## src/rtl/pwm_regs_mc.sv

```systemverilog
// Multi-channel PWM register file: global counter controls, per-channel compare/enable/mode, W1C IRQ.
// Define PWM_REGS_SHADOW_EN to double-buffer PERIOD/COMPARE1/COMPARE2, committed on counter wrap.
module pwm_regs_mc #(
    parameter int NUM_CH = 2,
    parameter int CNT_W  = 16
) (
    input  logic                    clk,
    input  logic                    rst_n,
    input  logic                    read,
    input  logic                    write,
    input  logic [5:0]              addr,
    input  logic [7:0]              data_write,
    output logic [7:0]              data_read,
    input  logic [CNT_W-1:0]        counter_val,
    input  logic                    period_evt,
    input  logic [NUM_CH-1:0]       cmp_evt,
    output logic [CNT_W-1:0]        period,
    output logic                    en,
    output logic                    count_reset,
    output logic                    upnotdown,
    output logic [7:0]              prescale,
    output logic [NUM_CH-1:0]       pwm_en,
    output logic [2*NUM_CH-1:0]     functions,
    output logic [NUM_CH*CNT_W-1:0] compare1,
    output logic [NUM_CH*CNT_W-1:0] compare2,
    output logic                    irq
);

    localparam int IW = NUM_CH + 1;

    localparam logic [5:0] A_PERIOD_LO  = 6'h00;
    localparam logic [5:0] A_PERIOD_HI  = 6'h01;
    localparam logic [5:0] A_COUNTER_EN = 6'h02;
    localparam logic [5:0] A_CNT_RESET  = 6'h07;
    localparam logic [5:0] A_CNT_VAL_LO = 6'h08;
    localparam logic [5:0] A_CNT_VAL_HI = 6'h09;
    localparam logic [5:0] A_PRESCALE   = 6'h0A;
    localparam logic [5:0] A_UPNOTDOWN  = 6'h0B;
    localparam logic [5:0] A_IRQ_STATUS = 6'h0E;
    localparam logic [5:0] A_IRQ_ENABLE = 6'h0F;

    // Byte helpers go through a 16-bit temporary so CNT_W=8 simply drops the hi byte.
    function automatic logic [CNT_W-1:0] put_lo(input logic [CNT_W-1:0] old, input logic [7:0] b);
        logic [15:0] t;
        t      = 16'(old);
        t[7:0] = b;
        return t[CNT_W-1:0];
    endfunction

    function automatic logic [CNT_W-1:0] put_hi(input logic [CNT_W-1:0] old, input logic [7:0] b);
        logic [15:0] t;
        t       = 16'(old);
        t[15:8] = b;
        return t[CNT_W-1:0];
    endfunction

    function automatic logic [7:0] get_lo(input logic [CNT_W-1:0] v);
        logic [15:0] t;
        t = 16'(v);
        return t[7:0];
    endfunction

    function automatic logic [7:0] get_hi(input logic [CNT_W-1:0] v);
        logic [15:0] t;
        t = 16'(v);
        return t[15:8];
    endfunction

    // Bus-visible registers (shadow copies when double-buffering is built in)
    logic [CNT_W-1:0] period_q;
    logic [CNT_W-1:0] cmp1_q [NUM_CH];
    logic [CNT_W-1:0] cmp2_q [NUM_CH];
    logic [NUM_CH-1:0] pwm_en_q;
    logic [1:0]        func_q [NUM_CH];
    logic              en_q;
    logic              upnotdown_q;
    logic              count_reset_q;
    logic [7:0]        prescale_q;
    logic [IW-1:0]     irq_status_q;
    logic [IW-1:0]     irq_enable_q;

    // Values driven to the counter and channels
    logic [CNT_W-1:0] period_act;
    logic [CNT_W-1:0] cmp1_act [NUM_CH];
    logic [CNT_W-1:0] cmp2_act [NUM_CH];

    logic [2:0]    ch_sel;
    logic [2:0]    ch_off;
    logic          ch_hit;
    logic [IW-1:0] irq_set;
    logic [IW-1:0] irq_clr;

    // Channel windows start at 0x10, eight bytes each
    always_comb begin
        ch_sel = addr[5:3] - 3'd2;
        ch_off = addr[2:0];
        ch_hit = (addr[5:4] != 2'b00) && (int'(ch_sel) < NUM_CH);
    end

    always_comb begin
        irq_set = {cmp_evt, period_evt};
        irq_clr = (write && addr == A_IRQ_STATUS) ? data_write[IW-1:0] : '0;
    end

    always_ff @(posedge clk or negedge rst_n) begin
        if (!rst_n) begin
            period_q      <= '0;
            en_q          <= 1'b0;
            upnotdown_q   <= 1'b1;
            count_reset_q <= 1'b0;
            prescale_q    <= '0;
            irq_status_q  <= '0;
            irq_enable_q  <= '0;
        end else begin
            count_reset_q <= write && (addr == A_CNT_RESET) && data_write[0];
            // Set has priority over a simultaneous W1C clear
            irq_status_q  <= (irq_status_q & ~irq_clr) | irq_set;
            if (write) begin
                case (addr)
                    A_PERIOD_LO:  period_q     <= put_lo(period_q, data_write);
                    A_PERIOD_HI:  period_q     <= put_hi(period_q, data_write);
                    A_COUNTER_EN: en_q         <= data_write[0];
                    A_PRESCALE:   prescale_q   <= data_write;
                    A_UPNOTDOWN:  upnotdown_q  <= data_write[0];
                    A_IRQ_ENABLE: irq_enable_q <= data_write[IW-1:0];
                    default: ;
                endcase
            end
        end
    end

    always_ff @(posedge clk or negedge rst_n) begin
        if (!rst_n) begin
            pwm_en_q <= '0;
            for (int n = 0; n < NUM_CH; n++) begin
                cmp1_q[n] <= '0;
                cmp2_q[n] <= '0;
                func_q[n] <= '0;
            end
        end else begin
            for (int n = 0; n < NUM_CH; n++) begin
                if (write && ch_hit && ch_sel == 3'(n)) begin
                    case (ch_off)
                        3'd0: cmp1_q[n]   <= put_lo(cmp1_q[n], data_write);
                        3'd1: cmp1_q[n]   <= put_hi(cmp1_q[n], data_write);
                        3'd2: cmp2_q[n]   <= put_lo(cmp2_q[n], data_write);
                        3'd3: cmp2_q[n]   <= put_hi(cmp2_q[n], data_write);
                        3'd4: pwm_en_q[n] <= data_write[0];
                        3'd5: func_q[n]   <= data_write[1:0];
                        default: ;
                    endcase
                end
            end
        end
    end

`ifdef PWM_REGS_SHADOW_EN
    logic commit;

    // A stopped counter tracks the shadows every cycle; a running one only on wrap
    assign commit = period_evt || !en_q;

    always_ff @(posedge clk or negedge rst_n) begin
        if (!rst_n) begin
            period_act <= '0;
            for (int n = 0; n < NUM_CH; n++) begin
                cmp1_act[n] <= '0;
                cmp2_act[n] <= '0;
            end
        end else if (commit) begin
            period_act <= period_q;
            for (int n = 0; n < NUM_CH; n++) begin
                cmp1_act[n] <= cmp1_q[n];
                cmp2_act[n] <= cmp2_q[n];
            end
        end
    end
`else
    always_comb begin
        period_act = period_q;
        for (int n = 0; n < NUM_CH; n++) begin
            cmp1_act[n] = cmp1_q[n];
            cmp2_act[n] = cmp2_q[n];
        end
    end
`endif

    always_comb begin
        compare1  = '0;
        compare2  = '0;
        functions = '0;
        for (int n = 0; n < NUM_CH; n++) begin
            compare1[n*CNT_W +: CNT_W] = cmp1_act[n];
            compare2[n*CNT_W +: CNT_W] = cmp2_act[n];
            functions[2*n +: 2]        = func_q[n];
        end
    end

    assign period      = period_act;
    assign en          = en_q;
    assign count_reset = count_reset_q;
    assign upnotdown   = upnotdown_q;
    assign prescale    = prescale_q;
    assign pwm_en      = pwm_en_q;
    assign irq         = |(irq_status_q & irq_enable_q);

    // Reads see the registered (pre-write) value; unmapped bytes read 0
    always_comb begin
        data_read = 8'h00;
        if (read) begin
            if (ch_hit) begin
                for (int n = 0; n < NUM_CH; n++) begin
                    if (ch_sel == 3'(n)) begin
                        case (ch_off)
                            3'd0: data_read = get_lo(cmp1_q[n]);
                            3'd1: data_read = get_hi(cmp1_q[n]);
                            3'd2: data_read = get_lo(cmp2_q[n]);
                            3'd3: data_read = get_hi(cmp2_q[n]);
                            3'd4: data_read = {7'd0, pwm_en_q[n]};
                            3'd5: data_read = {6'd0, func_q[n]};
                            default: data_read = 8'h00;
                        endcase
                    end
                end
            end else begin
                case (addr)
                    A_PERIOD_LO:  data_read = get_lo(period_q);
                    A_PERIOD_HI:  data_read = get_hi(period_q);
                    A_COUNTER_EN: data_read = {7'd0, en_q};
                    A_CNT_VAL_LO: data_read = get_lo(counter_val);
                    A_CNT_VAL_HI: data_read = get_hi(counter_val);
                    A_PRESCALE:   data_read = prescale_q;
                    A_UPNOTDOWN:  data_read = {7'd0, upnotdown_q};
                    A_IRQ_STATUS: data_read = 8'(irq_status_q);
                    A_IRQ_ENABLE: data_read = 8'(irq_enable_q);
                    default:      data_read = 8'h00;
                endcase
            end
        end
    end

endmodule

```

## config.mk

```make
export PLATFORM = sky130hd
export DESIGN_NAME = pwm_regs_mc
export DESIGN_NICKNAME = d
export VERILOG_FILES = /design/src/rtl/pwm_regs_mc.sv
export SDC_FILE = /design/constraint.sdc
export NUM_CORES = 1
export LEC_CHECK = 0
export ABC_AREA = 1
export CAP_MARGIN = 20
export CORE_UTILIZATION = 35
export DETAILED_ROUTE_END_ITERATION = 10
export HOLD_SLACK_MARGIN = 0.12
export REMOVE_ABC_BUFFERS = 1
export SLEW_MARGIN = 15
export SYNTH_ARGS = -nofsm -noshare
export SYNTH_HDL_FRONTEND = slang
export SYNTH_SLANG_ARGS = --single-unit
```

## constraint.sdc

```tcl
create_clock -name clk -period 1.4 [get_ports clk]
set_clock_uncertainty 0.05 [all_clocks]
set_input_delay 0.14 -clock clk [delete_from_list [all_inputs] [get_ports clk]]
set_output_delay 0.14 -clock clk [all_outputs]
set_load 0.02 [all_outputs]
```

Word-level counts from Yosys, hierarchy flattened
Cells that the tools add are included.
{"block": "totals", "register_bits": 103, "out_inout_bits": 106}
{"block": "classes", "add_sub_neg": 1, "magnitude_cmp": 1, "eq_ne": 15, "n_mux": 11, "bitwise_logic": 10, "n_reduce_logical": 30}
{"op": "16-bit case mux with 2 select lines", "n": 3}
{"op": "8-bit case mux with 6 select lines", "n": 2}
{"op": "8-bit case mux with 9 select lines", "n": 1}
{"op": "6-bit by 4-bit equality test with 1-bit output (second input constant)", "n": 6}
{"op": "8-bit two-way mux", "n": 4}
{"op": "3-bit AND reduction", "n": 10}
{"op": "2-bit AND reduction", "n": 8}
{"op": "1-bit logical AND", "n": 7}
{"op": "3-bit AND", "n": 2}
{"op": "3-bit by 1-bit equality test with 1-bit output (second input constant)", "n": 2}
{"op": "3-bit by 2-bit equality test with 1-bit output (second input constant)", "n": 2}
{"op": "3-bit equality test (second input constant)", "n": 2}
{"op": "6-bit by 1-bit equality test with 1-bit output (second input constant)", "n": 1}
{"op": "6-bit by 2-bit equality test with 1-bit output (second input constant)", "n": 1}
{"op": "6-bit by 3-bit equality test with 1-bit output (second input constant)", "n": 1}
{"op": "3-bit logical NOT", "n": 2}
{"op": "6-bit logical NOT", "n": 1}
{"op": "1-bit NOT", "n": 6}
{"op": "3-bit by 2-bit < comparator with 1-bit output (second input constant)", "n": 1}
{"op": "3-bit two-way mux", "n": 1}
{"op": "3-bit NOT", "n": 1}
{"op": "3-bit OR", "n": 1}
{"op": "3-bit OR reduction", "n": 1}
{"op": "3-bit by 2-bit subtractor with 3-bit output (second input constant)", "n": 1}
{"op": "2-bit nonzero test", "n": 1}

Logic depth before layout (Yosys ltp)
Gate-level depths: netlist of the first run.
{"block": "depth", "word_depth": 6, "ltp_mapped": 12, "ltp_nobuf": 12}

Least setup slack after synthesis of the first run
No wires, ideal clock.
{"block": "synth_timing", "path_type": "input-to-reg", "from": "input port addr[5]", "to": "register cmp2_q (netlist bit compare2[1])", "setup_time_ps": 125, "arrival_ps": 1426, "setup_slack_ps": -201, "path_stages": 7, "n_path_buf": 0, "path_cell_list": "inv_1 ha_1 nand2_2 nor3_4 inv_2 nor2_8 mux2_2"}
{"block": "synth_via", "elab_chain_len": 6, "elab_cells_between_ends": 8, "cone_classes": "add/sub (1); order compare (1); reduce/logical (6)"}
{"element": "from (decl)", "line_no": "11", "rtl": "input logic [5:0] addr,"}
{"element": "3-bit by 2-bit subtractor with 3-bit output", "line_no": "95", "rtl": "ch_sel = addr[5:3] - 3'd2;"}
{"element": "3-bit by 2-bit < comparator with 1-bit output", "line_no": "97", "rtl": "ch_hit = (addr[5:4] != 2'b00) && (int'(ch_sel) < NUM_CH);"}
{"element": "1-bit logical AND", "line_no": "97"}
{"element": "1-bit logical AND", "line_no": "142", "rtl": "if (write && ch_hit && ch_sel == 3'(n)) begin"}
{"element": "1-bit logical AND (*)", "line_no": "142"}
{"element": "3-bit AND reduction (no line) (*)"}
{"element": "to (signal, indexed assignment)", "line_no": "146", "rtl": "3'd2: cmp2_q[n] <= put_lo(cmp2_q[n], data_write);"}
{"element": "to (signal, indexed assignment)", "line_no": "147", "rtl": "3'd3: cmp2_q[n] <= put_hi(cmp2_q[n], data_write);"}
{"element": "to (decl)", "line_no": "72", "rtl": "logic [CNT_W-1:0] cmp2_q [NUM_CH];"}
Every way passes the cells marked *; elsewhere a longest branch is shown, timed or not.
A chain may end at the register's enable or synchronous reset.

Worst setup path in the final report of the first run
{"block": "layout_timing", "from": "register func_q (netlist bit functions[3])", "to": "output port data_read[1]"}
{"block": "layout_via", "elab_chain_len": 4}
{"element": "from (decl)", "line_no": "74", "rtl": "logic [1:0] func_q [NUM_CH];"}
{"element": "from (signal, indexed assignment)", "line_no": "149", "rtl": "3'd5: func_q[n] <= data_write[1:0];"}
{"element": "8-bit case mux with 6 select lines", "line_no": "214", "rtl": "case (ch_off)"}
{"element": "8-bit two-way mux", "line_no": "213", "rtl": "if (ch_sel == 3'(n)) begin"}
{"element": "8-bit two-way mux", "line_no": "211", "rtl": "if (ch_hit) begin"}
{"element": "8-bit two-way mux", "line_no": "210", "rtl": "if (read) begin"}
{"element": "to (decl)", "line_no": "13", "rtl": "output logic [7:0] data_read,"}
No other way between the ends.

==> results of run 1 <==
-- power by group --
part | internal (mW) | switching [mW] | total (mW)
logic | 1.16 | 1.25 | 2.41
registers | 3.22 | 0.153 | 3.38
clock network | 1.54 | 1.20 | 2.74
-- area by class of cell --
cell class / count / area, µm² / area share
clock buffer: 12 / 267 / 0.0270
clock inverter: 4 / 51.3 / 0.00520
inverter: 64 / 263 / 0.0266
multi-input combinational: 508 / 2960 / 0.300
sequential: 103 / 2580 / 0.261
tap: 188 / 235 / 0.0238
timing repair buffer: 380 / 3520 / 0.356
-- metrics by stage --
step           utilization  hold slack [ns]  worst slack [ns]
2_1_floorplan            -           -0.206            -0.379
3_3_place_gp         0.559            0.104             -1.32
3_5_place_dp         0.559            0.115             -1.30
4_1_cts              0.613            0.197            -0.337
5_1_grt              0.652            0.229            -0.449
6_report             0.652            0.212            -0.327
-- how the worst min path moves through the flow --
stage	end	slack (ns)	depth (start not counted)
after floorplan	compare1[0]	-0.21	0
after global placement	irq_status_q[1]	0.10	2
after detailed placement	irq_enable_q[1]	0.12	2
after CTS	count_reset	0.20	4
after global routing	count_reset	0.23	4
final	count_reset	0.21	4
-- logic make-up after synthesis --
kind of cell             Yosys count  share of synthesized area
multiplexers                       7                     0.0146
flip-flops                       103                      0.477
adder cells (fa/ha/maj)            2                    0.00463
AO/OA/AOI/OAI                    125                      0.118
buffers and inverters             88                     0.0774
AND/OR/NAND/NOR                  372                      0.308
-- state kept, by name, summed over array words and instances, names as in the netlist, 2 cells and up --
register and count:
prescale 8, compare2 32, irq_enable_q 3, compare1 32, period 16, irq_status_q 3, pwm_en 2, functions 4
-- worst min-delay path, cell delays in order --
cell,delay [ns]
buf_6,0.11
inv_4,0.09
buf_4,0.18
nor4_1,0.07
-- per-layer routing --
layer	wire length [µm]	share of wire
met1	9320	0.44
met2	10400	0.48
met3	1190	0.055
met4	541	0.025
met5	0	0
-- placed cells by master, fill, tap and decap left out, drive strengths merged, types with 3 or more instances in the layout --
cell type        n
inv             65
nor2            84
a31oi            3
dlygate4sd2     12
nand4            9
clkbuf          27
nand3           36
dfrtp          102
clkdlybuf4s15   70
o21ai           83
nand2          240
buf            253
mux2             7
a21oi           38
clkdlybuf4s50   28
-- timing repair --
item                                    CTS  global route
pin swaps                                45            54
hold buffers                              2             0
endpoints found under the setup margin  208           129
buffers inserted                         32            10
resized for setup                       284           255
gates cloned                              2             3
endpoints found under the hold margin   104             0
-- Yosys cell counts (all sizes together) --
cell	instances	area [µm²]
ha	2	25.0
nor3b	1	7.51
clkbuf	3	11.3
buf	21	166
nand2	240	923
o21ai	83	415
nor4	1	6.26
a21boi	1	11.3
nand3	35	193
nand3b	1	7.51
nor3	2	32.5
nor2	83	437
dfstp	1	26.3
a31oi	3	18.8
nand4	9	56.3
a21oi	38	194
dfrtp	102	2550
inv	64	240
mux2	7	78.8
==> metrics.md, run 1 <==
| Metric | Value |
|---|---|
| Outcome | `complete, but fails checks` |
| Failing checks | `negative setup slack` |
| First-pass DRT Iterations | `5` |
| Drc violations | `0` |
| Fmax | `roughly 0.58 GHz` |
| VDD IR max | `about 630 µV` |
| Crit path kind | `flip-flop to primary output` |
| Fill cell count | `about 1200` |
| RSZ-0062 raised after global routing | `true` |
| First-pass GRT wire length | `32700 µm` |
| CP max stage delay | `approximately 0.38 ns` |
| Area delta synth->final | `82.7%` |
| Crit path buf inv count | `1` |
| Critical path, cell by cell | `nand4_1 > nand2_1 > nor2_1 > nand3_1 > nand3_1 > nand2_1 > nand2_2 > nor2_2 > buf_6` |
| Num rows | `between 40 and 50` |
| Clk sinks | `just over 100` |
| Worst-path clk slew | `0.08 ns` |
| Crit start category | `flip-flop` |
| Die ar. | `about 0.016 mm²` |
| Crit. End Element | `primary output` |
| Critical path fanouts, max | `2` |
| Clock tree root driver cell | `clkbuf_16` |
| Seq cells post-synth | `103` |
| Hold Crit Start | `addr[2]` |
| Busiest grt layer | `met2` |
| Vias in the first global route | `a little over 6000` |
| Reg2Reg Capture Point | `compare2[1]` |
| Global router's overall resource usage | `0.269` |
| Worst-Margin Slew | `between 0.5 and 0.6 ns` |
| Final Max Slew Viols | `0` |
| Design Area, Final | `between 0.009 and 0.01 mm²` |
| TritonCTS buffer count | `9` |
| GR Layer Usage met3 | `0.0344` |
| Worst path depth | `9` |
| Placement Cell Area | `0.00847 mm²` |
| Final net count | `~1100` |
| Minimum clock period | `approximately 1.7 ns` |
| Final period utilization | `1.23` |
| Wire per inst | `roughly 17 µm` |
| Largest net degree at the start of global routing | `54` |
| Via count | `roughly 6200` |
| Ant diodes | `0` |
| Synth warn | `0` |
| Core Area | `roughly 0.015 mm²` |
| WP data arrival | `between 1.5 and 2 ns` |
| Final setup fails | `35` |
| Total Power | `around 8.5 mW` |
| Setup_tns | `-3.47 ns` |
| Worst Setup SP | `functions[3]` |
| CP max-delay cell | `dfrtp_1` |
| R2R setup slack | `between 0.4 and 0.5 ns` |
| Remaining Overflow, GRT | `0` |
| Hpwl dp | `14700 µm` |
| Slew HR | `0.663` |
| Vias per cell | `4.93` |
| Share of layout cells above drive strength 1 | `0.418` |
| H-Tree Depth | `3` |
| Cell area after synthesis | `around 0.0054 mm²` |
| RR Startpoint | `compare2[1]` |
| Worst Setup EP | `data_read[1]` |
| Worst-Skew Late Latency | `~0.36 ns` |
| Die Ht | `about 130 µm` |
| Sequential fraction of the synthesis area | `0.477` |
| Critical path's top delay family | `simple AND/OR/NAND/NOR gates` |
| Io pins | `~140` |
| Non-Filler Instances | `about 1300` |
| Initial antenna violation count | `0` |
| GP Congestion | `between 0.8 and 0.9` |
| Worst Hold Class | `input port to flip-flop` |
| Synth unique cells | `31` |
| Met2 Use GR | `0.442` |
| Synth Instances | `approximately 700` |
| Met1 Use GR | `0.362` |
| Setup ws final | `-0.327 ns` |
| R2R depth | `2` |
| Buffers on Ports | `between 100 and 150` |
| Max_cap viols | `0` |
| Starting density of the core | `0.357` |
| Antenna viol nets, final | `0` |
| Data required time of the critical path | `between 1 and 1.5 ns` |
| DIE WIDTH | `around 130 µm` |
| Final Hold Viols | `0` |
| Post-Syn Area per Cell | `about 7.8 µm²` |
| CTS tree | `built` |
| Dpl cells | `~1200` |
| Power per cell area | `between 800 and 900 mW/mm²` |
| Lkg Pwr | `between 5 and 6 nW` |
| Clk buf depth | `2` |
| Final wirelength | `roughly 21000 µm` |
| Initial drt markers | `around 360` |
No activity file was read; power rests on OpenSTA's default activity.
==> run 2: changes to the inputs <==
- CORE_MARGIN: unset -> 1
==> results of run 2 <==
Same layout as run 1: the final DEF is identical, and so are final timing and power.
